==> src/rtl/encl83e_irq.sv <==
// rtl/encl83e_irq.sv - 8-to-3 latched request encoder with valid/ack handshake
module encl83e_irq #(
    parameter bit EDGE = 1'b1
) (
    input  logic       clk,
    input  logic       reset,
    input  logic [7:0] req_n,
    input  logic       en,
    input  logic       mask_we,
    input  logic [7:0] mask_d,
    input  logic       ack,
    output logic [2:0] code,
    output logic       valid,
    output logic [7:0] pending,
    output logic [7:0] mask
);

    logic [7:0] req_s;
    logic [7:0] req_d;
    logic [7:0] evt;
    logic [7:0] clr;
    logic [7:0] cand;
    logic [2:0] low_idx;

    // Per-source capture event: falling edge of the request, or low level in level mode
    always_comb begin
        if (EDGE) begin
            evt = req_d & ~req_s;
        end else begin
            evt = ~req_s;
        end
    end

    // Clear only the granted source, and only when the consumer acknowledges a live grant
    always_comb begin
        clr = 8'h00;
        if (valid && ack) begin
            clr[code] = 1'b1;
        end
    end

    // Lowest set bit of the unmasked pending set wins; scanning downward lets bit 0 overwrite
    always_comb begin
        cand    = pending & mask;
        low_idx = 3'd0;
        for (int i = 7; i >= 0; i--) begin
            if (cand[i]) begin
                low_idx = 3'(i);
            end
        end
    end

    // Input synchroniser, pending/mask registers and the grant handshake
    always_ff @(posedge clk) begin
        if (reset) begin
            req_s   <= 8'hFF;
            req_d   <= 8'hFF;
            pending <= 8'h00;
            mask    <= 8'hFF;
            code    <= 3'd0;
            valid   <= 1'b0;
        end else begin
            req_s <= req_n;
            req_d <= req_s;

            // Set has priority over clear so a fresh event on the granted bit is never lost
            pending <= (pending & ~clr) | (en ? evt : 8'h00);

            if (mask_we) begin
                mask <= mask_d;
            end

            if (valid) begin
                // No pre-emption: a grant holds until acked or withdrawn by disable
                if (ack || !en) begin
                    valid <= 1'b0;
                end
            end else if (en && (cand != 8'h00)) begin
                valid <= 1'b1;
                code  <= low_idx;
            end
        end
    end

endmodule
==> config.mk <==
export PLATFORM = sky130hd
export DESIGN_NAME = encl83e_irq
export DESIGN_NICKNAME = d
export VERILOG_FILES = /design/src/rtl/encl83e_irq.sv
export SDC_FILE = /design/constraint.sdc
export NUM_CORES = 1
export LEC_CHECK = 0
export ABC_AREA = 0
export BUFFER_PORTS_ARGS = -buffer_cell sky130_fd_sc_hd__buf_2
export CAP_MARGIN = 20
export CORE_MARGIN = 8
export CORE_UTILIZATION = 40
export CTS_CLUSTER_DIAMETER = 80
export CTS_CLUSTER_SIZE = 16
export DETAILED_ROUTE_END_ITERATION = 10
export GPL_TIMING_DRIVEN = 0
export PLACE_DENSITY = 0.68
export SYNTH_ARGS = -nofsm -noshare
export SYNTH_HDL_FRONTEND = slang
export SYNTH_SLANG_ARGS = --single-unit
==> constraint.sdc <==
create_clock -name clk -period 1.61 [get_ports clk]
set_input_delay 0.161 -clock clk [delete_from_list [all_inputs] [get_ports clk]]
set_output_delay 0.161 -clock clk [all_outputs]
set_load 0.05 [all_outputs]
Yosys cells after proc, flatten, opt, wreduce, memory -nomap -nowiden
Index checks and enable logic that the tools add are counted.
{"block": "totals", "ff_bits": 36, "input_bits": 21, "output_inout_bits": 20, "word_cells": 37}
{"block": "op_classes", "magnitude_cmp": 2, "muxes": 15, "n_bitwise": 7, "reduce_logical": 7}
{"operator": "bitwise AND 8 bit", "n": 3}
{"operator": "2-to-1 mux 3 bit", "n": 8}
{"operator": "2-to-1 mux 8 bit", "n": 2}
{"operator": "NOT 8 bit", "n": 2}
{"operator": "bitwise OR 8 bit", "n": 1}
{"operator": "nonzero test 8 bit", "n": 1}
{"operator": "less-than comparator 3 x 4 -> 1 bit, second input constant", "n": 1}
{"operator": "2-to-1 mux 1 bit", "n": 4}
{"operator": "demux 1 bit (select 3 bit)", "n": 1}
{"operator": ">= comparator 3 x 1 -> 1 bit, second input constant", "n": 1}
{"operator": "logical AND 1 bit", "n": 3}
{"operator": "AND reduction 2 bit", "n": 1}
{"operator": "zero test 1 bit", "n": 1}
{"operator": "logical OR 1 bit", "n": 1}
{"operator": "NOT 1 bit", "n": 1}

Longest topological paths before layout
Gate-level depths: netlist of run 1.
{"block": "logic_depth", "word_depth": 9, "mapped_depth": 4, "mapped_depth_nobuf": 4}

Least setup slack after synthesis of run 1
OpenSTA, ideal clock, no wires.
{"block": "synth_path", "path_type": "flip-flop to flip-flop", "start": "register valid", "end": "register pending[0]", "setup_time_ns": 0.131, "arrival_time_ns": 1.369, "required_time_ns": 1.479, "slack_ns": 0.110, "path_stages_with_launch": 5, "path_buffers": 0, "period_less_slack_ns": 1.500, "path_cell_list": "dfxtp_1 -> nand2_1 -> or2_1 -> o311ai_0 -> o21ai_1"}
{"block": "synth_via", "elab_chain_cells": 5}
{"item": "start, declared", "line": "13", "source": "output logic valid,"}
{"item": "start signal, assigned", "line": "61", "source": "valid <= 1'b0;"}
{"item": "start signal, assigned", "line": "76", "source": "valid <= 1'b0;"}
{"item": "start signal, assigned", "line": "79", "source": "valid <= 1'b1;"}
{"item": "logical AND 1 bit", "line": "37", "source": "if (valid && ack) begin"}
{"item": "2-to-1 mux 8 bit", "line": "37"}
{"item": "NOT 8 bit", "line": "67", "source": "pending <= (pending & ~clr) | (en ? evt : 8'h00);"}
{"item": "bitwise AND 8 bit", "line": "67"}
{"item": "bitwise OR 8 bit", "line": "67"}
{"item": "end signal, assigned", "line": "67"}
{"item": "end, declared", "line": "14", "source": "output logic [7:0] pending,"}
Every way passes these cells.
A chain may end at the register's enable or synchronous reset.

Final worst setup path of run 1
Ends and elaborated chain as after synthesis.

==> flow_summary.ini, run 1 <==
[timing]
fin_setup_tns_ns = 0
skew_ns = 0.003710
clock.fmax_ghz = 0.7627
post-route-min-period_ns = 1.311
worst_hold_slack_ns = 0.04142
worst_pin_slew_ns = 0.4545
rsz0062_at_grt = false
layout_worst_path_cycle_share_pct = 81.44
hold_violations = 0
maxSlewHeadroom_pct = 69.70
setup_viol = 0
final_max_slew_viol_count = 0

[power_and_ir_drop]
p_seq_share_pct = 53.7
p_leak_nw = 0.7441
power.density_nw_per_um2 = 1087
switching_power_mw = 0.5342
comb_power_share_pct = 18.3
internal-power_mw = 1.307
vdd_drop_max_uv = 735.3
power.share.clock_pct = 28.0
switching_share_pct = 29.02

[min_path]
hold_start = mask_d[1]
min_to = mask[1]$_SDFFE_PP1P_
whs_path_depth = 3
min_path_type = input port to flop

[critical_path]
cp_max_fo = 5
required_ns = 1.82
r2r_start = valid$_SDFF_PP0_
arrival_ns = 1.52
r2r_end = pending[0]$_SDFF_PP0_
reg2regPathDepth = 4
worstSetupStartpointType = flop
rrSetupSlack_ns = 0.30
cp-end-kind = flop
worstSetupPathType = flop to flop

[global_route]
overflow = 0
grt_start_max_net_pins = 11
grt_usage_pct = 12.60
grt_pass1_vias = 1118
grt_pass1_wl_um = 5140
antenna_found_initial = 0

[floorplan]
core_um2 = 3078
dieArea_um2 = 5342
fp.dieH_um = 73.09
die_w_um = 73.09
std_cell_rows = 20
io_pins = 41
start_util_pct = 42.36

[clock_network]
cts_sinks = 36
clockBufferDepth = 2
cts_tree = done
clk_pin_slew_ns = 0.10
h-tree-depth = 2
numCtsBuffers = 5
clock_latency_ns = 0.33
cts-root-buf = clkbuf_4

[routing]
drtAntennaViolNets = 0
vias = 1106
wl_met3_um = 335
wl_met2_um = 1318
first_iter_violations = 29
wire_per_inst_um = 13.61
drt-total-wl_um = 3076
met1_length_um = 1373
top_layer = met4
first_pass_iters = 4
avgViaCountPerCell = 4.894
drcViolationCount = 0

[synth]
synth_cell_types = 28
synth_fp_nets = 150
yosysWarningCount = 0
ys_ff_latch = 36
seq_area_frac_synth_pct = 55.28
synthCells = 129
syn-cell-area_um2 = 1304
synth_area_per_cell_um2 = 10.11

[cells_and_area]
final_cell_mix = buf_2, dfxtp_1, nand2_1
drive_above_1_share_pct = 36.81
seq_area_um2 = 720.7
multi_input_area_um2 = 550.5
nNetsFinal = 203
fillers = 301
final_core_util_pct = 55.04
area_delta_synth_final_pct = 29.94
n_antenna_cell = 0
final_common_cell = buf_2

[flow_run]
maxCapViolations = 0

[placement]
dp_hpwl_um = 2336
port_buffers = 38
place.gp.congestion = 0.7872

[status]
status = complete, no violations
[power groups by stage]
stage          combinational, mW  sequential (mW)  clock [mW]
2_1_floorplan              0.121             1.12           0
3_3_place_gp               0.317             1.01           0
3_5_place_dp               0.321             1.01           0
4_1_cts                    0.338            0.989       0.541
5_1_grt                    0.363            0.996       0.577
6_report                   0.337            0.989       0.515
[cell type report]
| type | count | share of cell area [%] |
|---|---|---|
| Tap cell | 44 | 3.250 |
| Clock buffer | 7 | 3.840 |
| Timing Repair Buffer | 46 | 15.95 |
| Buffer | 5 | 1.256 |
| Sequential cell | 36 | 42.54 |
| Multi-Input combinational cell | 85 | 32.50 |
| Inverter | 3 | 0.6647 |
[layer usage]
layer	vias up	global-route usage, %
met5	-	0
met3	6	7.418
met4	0	5.333
met2	41	19.27
met1	501	13.78
li1	558	-
[per-stage QoR]
stage | total power, mW | instances | area, um^2 | worst slack, ns
after global routing | 1.936 | 226 | 1694 | 0.2261
after floorplan | 1.238 | 129 | 1304 | 0.1103
final | 1.841 | 226 | 1694 | 0.2988
after global placement | 1.323 | 211 | 1549 | 0.3329
after CTS | 1.867 | 226 | 1694 | 0.2752
after detailed placement | 1.331 | 211 | 1549 | 0.2889
[worst max path at each step]
| stage | start | slack (ns) | endpoint |
|---|---|---|---|
| 5_1_grt | valid$_SDFF_PP0_ | 0.23 | pending[0]$_SDFF_PP0_ |
| 3_3_place_gp | valid$_SDFF_PP0_ | 0.33 | pending[0]$_SDFF_PP0_ |
| 3_5_place_dp | valid$_SDFF_PP0_ | 0.29 | pending[0]$_SDFF_PP0_ |
| 6_report | valid$_SDFF_PP0_ | 0.30 | pending[0]$_SDFF_PP0_ |
| 2_1_floorplan | valid$_SDFF_PP0_ | 0.11 | pending[0]$_SDFF_PP0_ |
| 4_1_cts | valid$_SDFF_PP0_ | 0.28 | pending[0]$_SDFF_PP0_ |
[cell usage after synthesis]
cell type	count	area share, %
nand2b_1	1	0.48
nand3_1	1	0.38
or2_2	16	7.7
o21ai_1	1	0.38
o21ai_0	8	3.1
a21oi_1	2	0.77
or2_1	1	0.48
a211o_1	1	0.67
a32o_1	2	1.5
nand4_2	1	0.96
nand4_1	1	0.48
inv_1	2	0.58
o2111a_1	1	0.86
a31oi_1	1	0.48
nand2_1	24	6.9
a211oi_1	2	1.2
o21ai_2	1	0.67
mux2i_1	8	6.1
a22oi_4	1	1.6
clkinv_1	1	0.29
clkbuf_1	3	0.86
buf_2	2	0.77
a22oi_1	2	1.2
a22oi_2	1	0.96
and2b_1	1	0.58
dfxtp_1	36	55
o311ai_0	2	1.3
o211ai_1	6	3.5
[worst max-delay path, cell delays in order, from the launching register on]
cell,delay (ns)
dfxtp_1,0.40
nand2_1,0.08
or2_1,0.27
o311ai_0,0.34
o21ai_1,0.11
[kinds of logic (layout without fill, tap and decap cells)]
logic type / after synthesis / count (layout) / synth area share [%]
flops: 36 / 36 / 55.28
compound gates: 31 / 31 / 18.14
buf+inv: 8 / 61 / 2.495
mux: 8 / 8 / 6.142
simple gates: 46 / 46 / 17.95
[timing repair]
| item | 4_1_cts | 5_1_grt |
|---|---|---|
| buffers inserted | 0 | 0 |
| endpoints found under the hold margin | 8 | 0 |
| hold buffers | 8 | 0 |
| gates resized for setup | 0 | 0 |
[flip-flops by register name, indices dropped and copies added (netlist names)]
| name | cells |
|---|---|
| mask | 8 |
| pending | 8 |
| req_d | 8 |
| req_s | 8 |
| code | 3 |
| valid | 1 |
Note: power is estimated with default switching activity, not from simulation.
==> run 2: changes to the inputs <==
--- a/config.mk
+++ b/config.mk
@@ -5,7 +5,7 @@
 export SDC_FILE = /design/constraint.sdc
 export NUM_CORES = 1
 export LEC_CHECK = 0
-export ABC_AREA = 0
+export ABC_AREA = 1
 export BUFFER_PORTS_ARGS = -buffer_cell sky130_fd_sc_hd__buf_2
 export CAP_MARGIN = 20
 export CORE_MARGIN = 8
@@ -14,7 +14,7 @@
 export CTS_CLUSTER_SIZE = 16
 export DETAILED_ROUTE_END_ITERATION = 10
 export GPL_TIMING_DRIVEN = 0
-export PLACE_DENSITY = 0.68
+export PLACE_DENSITY = 0.7
 export SYNTH_ARGS = -nofsm -noshare
 export SYNTH_HDL_FRONTEND = slang
 export SYNTH_SLANG_ARGS = --single-unit
==> constraint.sdc (replaced) <==
create_clock -name clk -period 1.1 [get_ports clk]
set_input_delay 0.11 -clock clk [delete_from_list [all_inputs] [get_ports clk]]
set_output_delay 0.11 -clock clk [all_outputs]
set_load 0.05 [all_outputs]
==> run 2 against run 1 <==
Effect of this change: power increased by 64%; clock-buffer cell count decreased by 1; via count increased by 11%; sequential share of layout area decreased by 4.5 points; cell area increased by 21%; sequential cell count unchanged; largest cell class unchanged.
==> flow_summary.ini, run 2 <==
[routing]
drcViolationCount = 0
drtAntennaViolNets = 0
vias = 1232
drt-total-wl_um = 3234
avgViaCountPerCell = 4.464
first_iter_violations = 39
first_pass_iters = 4
wire_per_inst_um = 11.72

[timing]
worst_pin_slew_ns = 0.2132
hold_violations = 0
post-route-min-period_ns = 1.098
worst_hold_slack_ns = 0.05975
skew_ns = 0.004249
maxSlewHeadroom_pct = 85.77
layout_worst_path_cycle_share_pct = 99.79
fin_setup_tns_ns = 0
rsz0062_at_grt = true
setup_viol = 0
setup_ws_ns = 0.002352
final_max_slew_viol_count = 0
clock.fmax_ghz = 0.9110

[cells_and_area]
finalNonFillerCells = 276
n_antenna_cell = 0
multi_input_area_um2 = 635.6
area_delta_synth_final_pct = 46.76
final_cell_mix = nand2_1, buf_4, buf_2
nNetsFinal = 250
drive_above_1_share_pct = 45.65
fillers = 274
final_common_cell = nand2_1
seq_area_um2 = 777.0
final_area_um2 = 2042

[synth]
synthCells = 165
seq_area_frac_synth_pct = 51.80
yosys.area.top_type_share_pct = 51.80
syn-cell-area_um2 = 1391
synth_fp_nets = 186
synthTopCellsByArea = dfxtp_1, nand2_1, or2_2, nand3_1, o21ai_1
synth_area_leader_cell = dfxtp_1
ys_ff_latch = 36
synth-main-ff-cell = dfxtp_1
synth_edf_count = 0
async_flop_share_pct = 0
synth_cell_types = 22
synthTopCellsByCount = nand2_1, dfxtp_1, nand3_1, or2_2, o21ai_1
yosysWarningCount = 0
yosysMostFrequentCell = nand2_1
synth_area_per_cell_um2 = 8.432

[critical_path]
required_ns = 1.34
cp-end-kind = flop
crit_family = flip-flops
crit_path_cell_trace = nand2_4 > nand4_4 > o21ai_4 > inv_2 > o21ai_1 > inv_1
worstSetupPathType = flop to flop
path_buf_inv = 2
cp_max_fo = 5
arrival_ns = 1.34
worstSetupStartpointType = flop
cpPeakStageDelay_ns = 0.38
slowest_stage = dfxtp_4

[floorplan]
dieArea_um2 = 5621
std_cell_rows = 21
io_pins = 41
die_w_um = 74.98
fp.dieH_um = 74.98
start_util_pct = 41.69
core_um2 = 3337

[global_route]
overflow = 0
met3_usage_pct = 5.060
grt_usage_pct = 12.55
grt_util_met1_pct = 12.96
grt.busiest_layer = met2
grt_start_max_net_pins = 12
grt_pass1_vias = 1214
met2_usage_pct = 21.88
grt_pass1_wl_um = 5368
antenna_found_initial = 0

[clock_network]
cts_tree = done
cts_sinks = 36
cts-root-buf = clkbuf_4
h-tree-depth = 2
clockBufferDepth = 2
clk_pin_slew_ns = 0.11
numCtsBuffers = 5
clock_latency_ns = 0.34

[placement]
port_buffers = 38
place_ws_ns = 0.02200
dp_hpwl_um = 2303
place.gp.congestion = 0.7811
dpl.cell_count = 249
placed_cell_area_um2 = 1717

[status]
status = complete, no violations

[flow_run]
maxCapViolations = 0

[power_and_ir_drop]
vdd_drop_max_uv = 791.2
p_leak_nw = 0.9615
power.density_nw_per_um2 = 1480

[min_path]
min_path_type = input port to flop
[run 2: cell count changes after synthesis, sizes merged, moves of 2 or more]
| cell | change |
|---|---|
| o311ai | -2 |
| nor2 | +9 |
| nand3 | +15 |
| mux2i | -8 |
| clkbuf | -3 |
| a32o | -2 |
| a211oi | -2 |
| o211ai | -6 |
| buf | +2 |
| a22oi | -4 |
| inv | +8 |
| nand2 | +33 |
[run 2: final cells by class]
class	instances	share of cell area (%)
clock inverters	2	1.716
clock buffers	6	2.022
flip-flops and latches	36	38.05
inverters	10	1.961
multi-input cells	115	31.13
well taps	46	2.819
repair buffers	57	20.89
plain buffers	4	1.409
[run 2: per-stage QoR]
step	utilization [%]	power, mW
4_1_cts	60.26	3.041
3_3_place_gp	51.44	2.032
5_1_grt	61.19	3.168
3_5_place_dp	51.44	2.043
2_1_floorplan	-	1.903
6_report	61.19	3.022
[run 2: path summary, 6_finish.rpt]
| kind | startpoint | to | slack, ns | depth (start not counted) |
|---|---|---|---|---|
| worst min register to register | req_d[5]$_SDFF_PP1_ | pending[5]$_SDFF_PP0_ | 0.43 | 2 |
| worst max-delay path | pending[3]$_SDFF_PP0_ | valid$_SDFF_PP0_ | 0.002 | 6 |
| worst min-delay path | en | pending[6]$_SDFF_PP0_ | 0.06 | 3 |
| worst max register to register | pending[3]$_SDFF_PP0_ | valid$_SDFF_PP0_ | 0.002 | 6 |
[run 2: where the power goes]
part | switching (mW) | leakage [nW] | internal [mW] | total, mW
clock | 0.432 | 0.0422 | 0.476 | 0.908
combinational | 0.393 | 0.615 | 0.263 | 0.656
sequential | 0.0786 | 0.305 | 1.38 | 1.46
total | 0.903 | 0.962 | 2.12 | 3.02
[run 2: timing repair]
item | CTS | global route
hold buffers | 16 | 0
endpoints found under the setup margin | 22 | 8
gates resized for setup | 20 | 6
buffers inserted | 1 | 2
hold endpoints to repair | 16 | 0
pin swaps | 3 | 6
[run 2: kinds of logic (layout without fill, tap and decap cells)]
| group | Yosys count | count (layout) | share of synthesized area (%) |
|---|---|---|---|
| compound gates | 14 | 14 | 6.116 |
| buf+inv | 14 | 79 | 4.947 |
| flops | 36 | 36 | 51.80 |
| simple gates | 101 | 101 | 37.14 |
[run 2: layer usage]
layer,vias up,wire length [um]
met4,0,38
li1,650,-
met2,36,1514
met5,-,0
met3,6,282
met1,540,1399
[run 2: worst reg2reg max path, cell delays in order (launching register included)]
cell     delay [ns]
dfxtp_4        0.38
nand2_4        0.07
nand4_4        0.12
o21ai_4        0.21
inv_2          0.06
o21ai_1        0.11
inv_1          0.05
==> run 3: changes to the inputs <==
--- a/config.mk
+++ b/config.mk
@@ -14,7 +14,7 @@
 export CTS_CLUSTER_SIZE = 16
 export DETAILED_ROUTE_END_ITERATION = 10
 export GPL_TIMING_DRIVEN = 0
-export PLACE_DENSITY = 0.7
+export PLACE_DENSITY = 0.67
 export SYNTH_ARGS = -nofsm -noshare
 export SYNTH_HDL_FRONTEND = slang
 export SYNTH_SLANG_ARGS = --single-unit
==> run 3 against run 2 <==
Effect of this change: the flow now finishes with violations (negative setup slack); sequential power is essentially flat; cell area shrank 1.4%; largest cell class unchanged; fmax shrank 0.65%; first-iteration DRC count grew 7.7%; global-route usage grew 0.19 points; setup slack lost 0.0072 ns.
==> flow_summary.ini, run 3 (synthesized netlist as in run 2, its figures left out) <==
[routing]
drcViolationCount = 0
first_iter_violations = 42
vias = 1190
drtAntennaViolNets = 0
wire_per_inst_um = 11.69
wl_met3_um = 304
first_pass_iters = 4
wl_met2_um = 1475
avgViaCountPerCell = 4.359
met1_length_um = 1352
drt-total-wl_um = 3191
top_layer = met4

[cells_and_area]
nNetsFinal = 247
fillers = 292
final_core_util_pct = 60.33
final_cell_mix = nand2_1, buf_2, buf_4
drive_above_1_share_pct = 45.81
n_antenna_cell = 0
area_delta_synth_final_pct = 44.69
final_common_cell = nand2_1

[critical_path]
crit_path_cell_trace = nand2_4 > nand4_4 > o21ai_4 > nand2_1 > o21ai_1 > nor2_1
cpPeakStageDelay_ns = 0.37
cp-end-kind = flop
startpoint = mask[2]$_SDFFE_PP1P_
cp_max_fo = 5
worstSetupStartpointType = flop
slowest_stage = dfxtp_4
cp-endpoint = code[1]$_SDFFE_PP0P_
r2r_start = mask[2]$_SDFFE_PP1P_
r2r_end = code[1]$_SDFFE_PP0P_
rrSetupSlack_ns = -0.005
arrival_ns = 1.35
reg2regPathDepth = 6
required_ns = 1.34
worstSetupPathType = flop to flop

[placement]
dp_hpwl_um = 2251
place.gp.congestion = 0.8119
port_buffers = 38

[timing]
worst_pin_slew_ns = 0.2909
skew_ns = 0.004189
maxSlewHeadroom_pct = 80.56
layout_worst_path_cycle_share_pct = 100.4
fin_setup_tns_ns = -0.004871
setup_viol = 1
rsz0062_at_grt = true
hold_violations = 0
final_max_slew_viol_count = 0
post-route-min-period_ns = 1.105
clock.fmax_ghz = 0.9051
setup_ws_ns = -0.004871

[clock_network]
cts_tree = done
clock_latency_ns = 0.34
post_cts_buffers = 0
clockBufferDepth = 2
numCtsBuffers = 5
h-tree-depth = 2
clk_pin_slew_ns = 0.11
cts-root-buf = clkbuf_4
cts_sinks = 36

[floorplan]
start_util_pct = 41.69
fp.dieH_um = 74.98
dieArea_um2 = 5621
die_w_um = 74.98
std_cell_rows = 21
io_pins = 41
core_um2 = 3337

[power_and_ir_drop]
p_leak_nw = 0.9423
power.density_nw_per_um2 = 1447
p_total_mw = 2.913
vdd_drop_max_uv = 849.3

[status]
status = finished with violations
violations = negative setup slack

[global_route]
grt_start_max_net_pins = 12
grt_pass1_vias = 1286
grt_usage_pct = 12.74
overflow = 0
grt_pass1_wl_um = 5464
antenna_found_initial = 0

[flow_run]
maxCapViolations = 0

[min_path]
min_path_type = input port to flop
[run 3: metrics by stage]
step | area (um^2) | std cells | setup WS (ns) | hold slack [ns]
2_1_floorplan | 1469 | 165 | -0.1192 | 0.2138
3_3_place_gp | 1717 | 249 | 0.02171 | 0.2919
3_5_place_dp | 1717 | 249 | 0.02411 | 0.2941
4_1_cts | 1996 | 273 | 0.001509 | 0.05137
5_1_grt | 2013 | 273 | -0.04897 | 0.05752
6_report | 2013 | 273 | -0.004871 | 0.06647
[run 3: metal layers]
layer  vias up  global-route usage (%)
met4         0                   5.870
met2        35                   22.74
li1        644                       -
met3         7                   4.660
met1       504                   12.79
met5         -                       0
[run 3: what timing repair did]
| item | CTS | global route |
|---|---|---|
| endpoints found under the hold margin | 16 | 0 |
| pin swaps | 0 | 4 |
| endpoints found under the setup margin | 19 | 12 |
| hold buffers | 16 | 0 |
| resized for setup | 19 | 7 |
[run 3: layout make-up]
type	count	area (um^2)	share of cell area, %
clock buffer	7	66.31	3.294
buffer	4	28.78	1.429
tap	46	57.56	2.859
sequential	36	774.5	38.47
multi-input combinational	115	636.9	31.63
inverter	10	40.04	1.989
clock inverter	1	5.005	0.2486
timing repair buffer	54	404.1	20.07
[run 3: report_power, final]
group / switching (mW) / internal (mW)
Sequential: 0.0771 / 1.38
Combinational: 0.390 / 0.249
Clock: 0.431 / 0.385
Total: 0.898 / 2.02
[run 3: critical path: cells and delay by family, from the launching register on]
kind | cells | cell delay, ns
AOI/OAI and AO/OA | 2 | 0.31
DFF | 1 | 0.37
and+or+nand+nor | 4 | 0.33
[run 3: worst min-delay path by stage]
| stage | slack, ns | from | end | cells after the start |
|---|---|---|---|---|
| after global routing | 0.06 | en | pending[7]$_SDFF_PP0_ | 3 |
| final | 0.07 | en | pending[3]$_SDFF_PP0_ | 3 |
| after global placement | 0.29 | req_n[2] | req_s[2]$_SDFF_PP1_ | 2 |
| after CTS | 0.05 | en | pending[7]$_SDFF_PP0_ | 3 |
| after detailed placement | 0.29 | req_n[2] | req_s[2]$_SDFF_PP1_ | 2 |
| after floorplan | 0.21 | req_n[0] | req_s[0]$_SDFF_PP1_ | 1 |
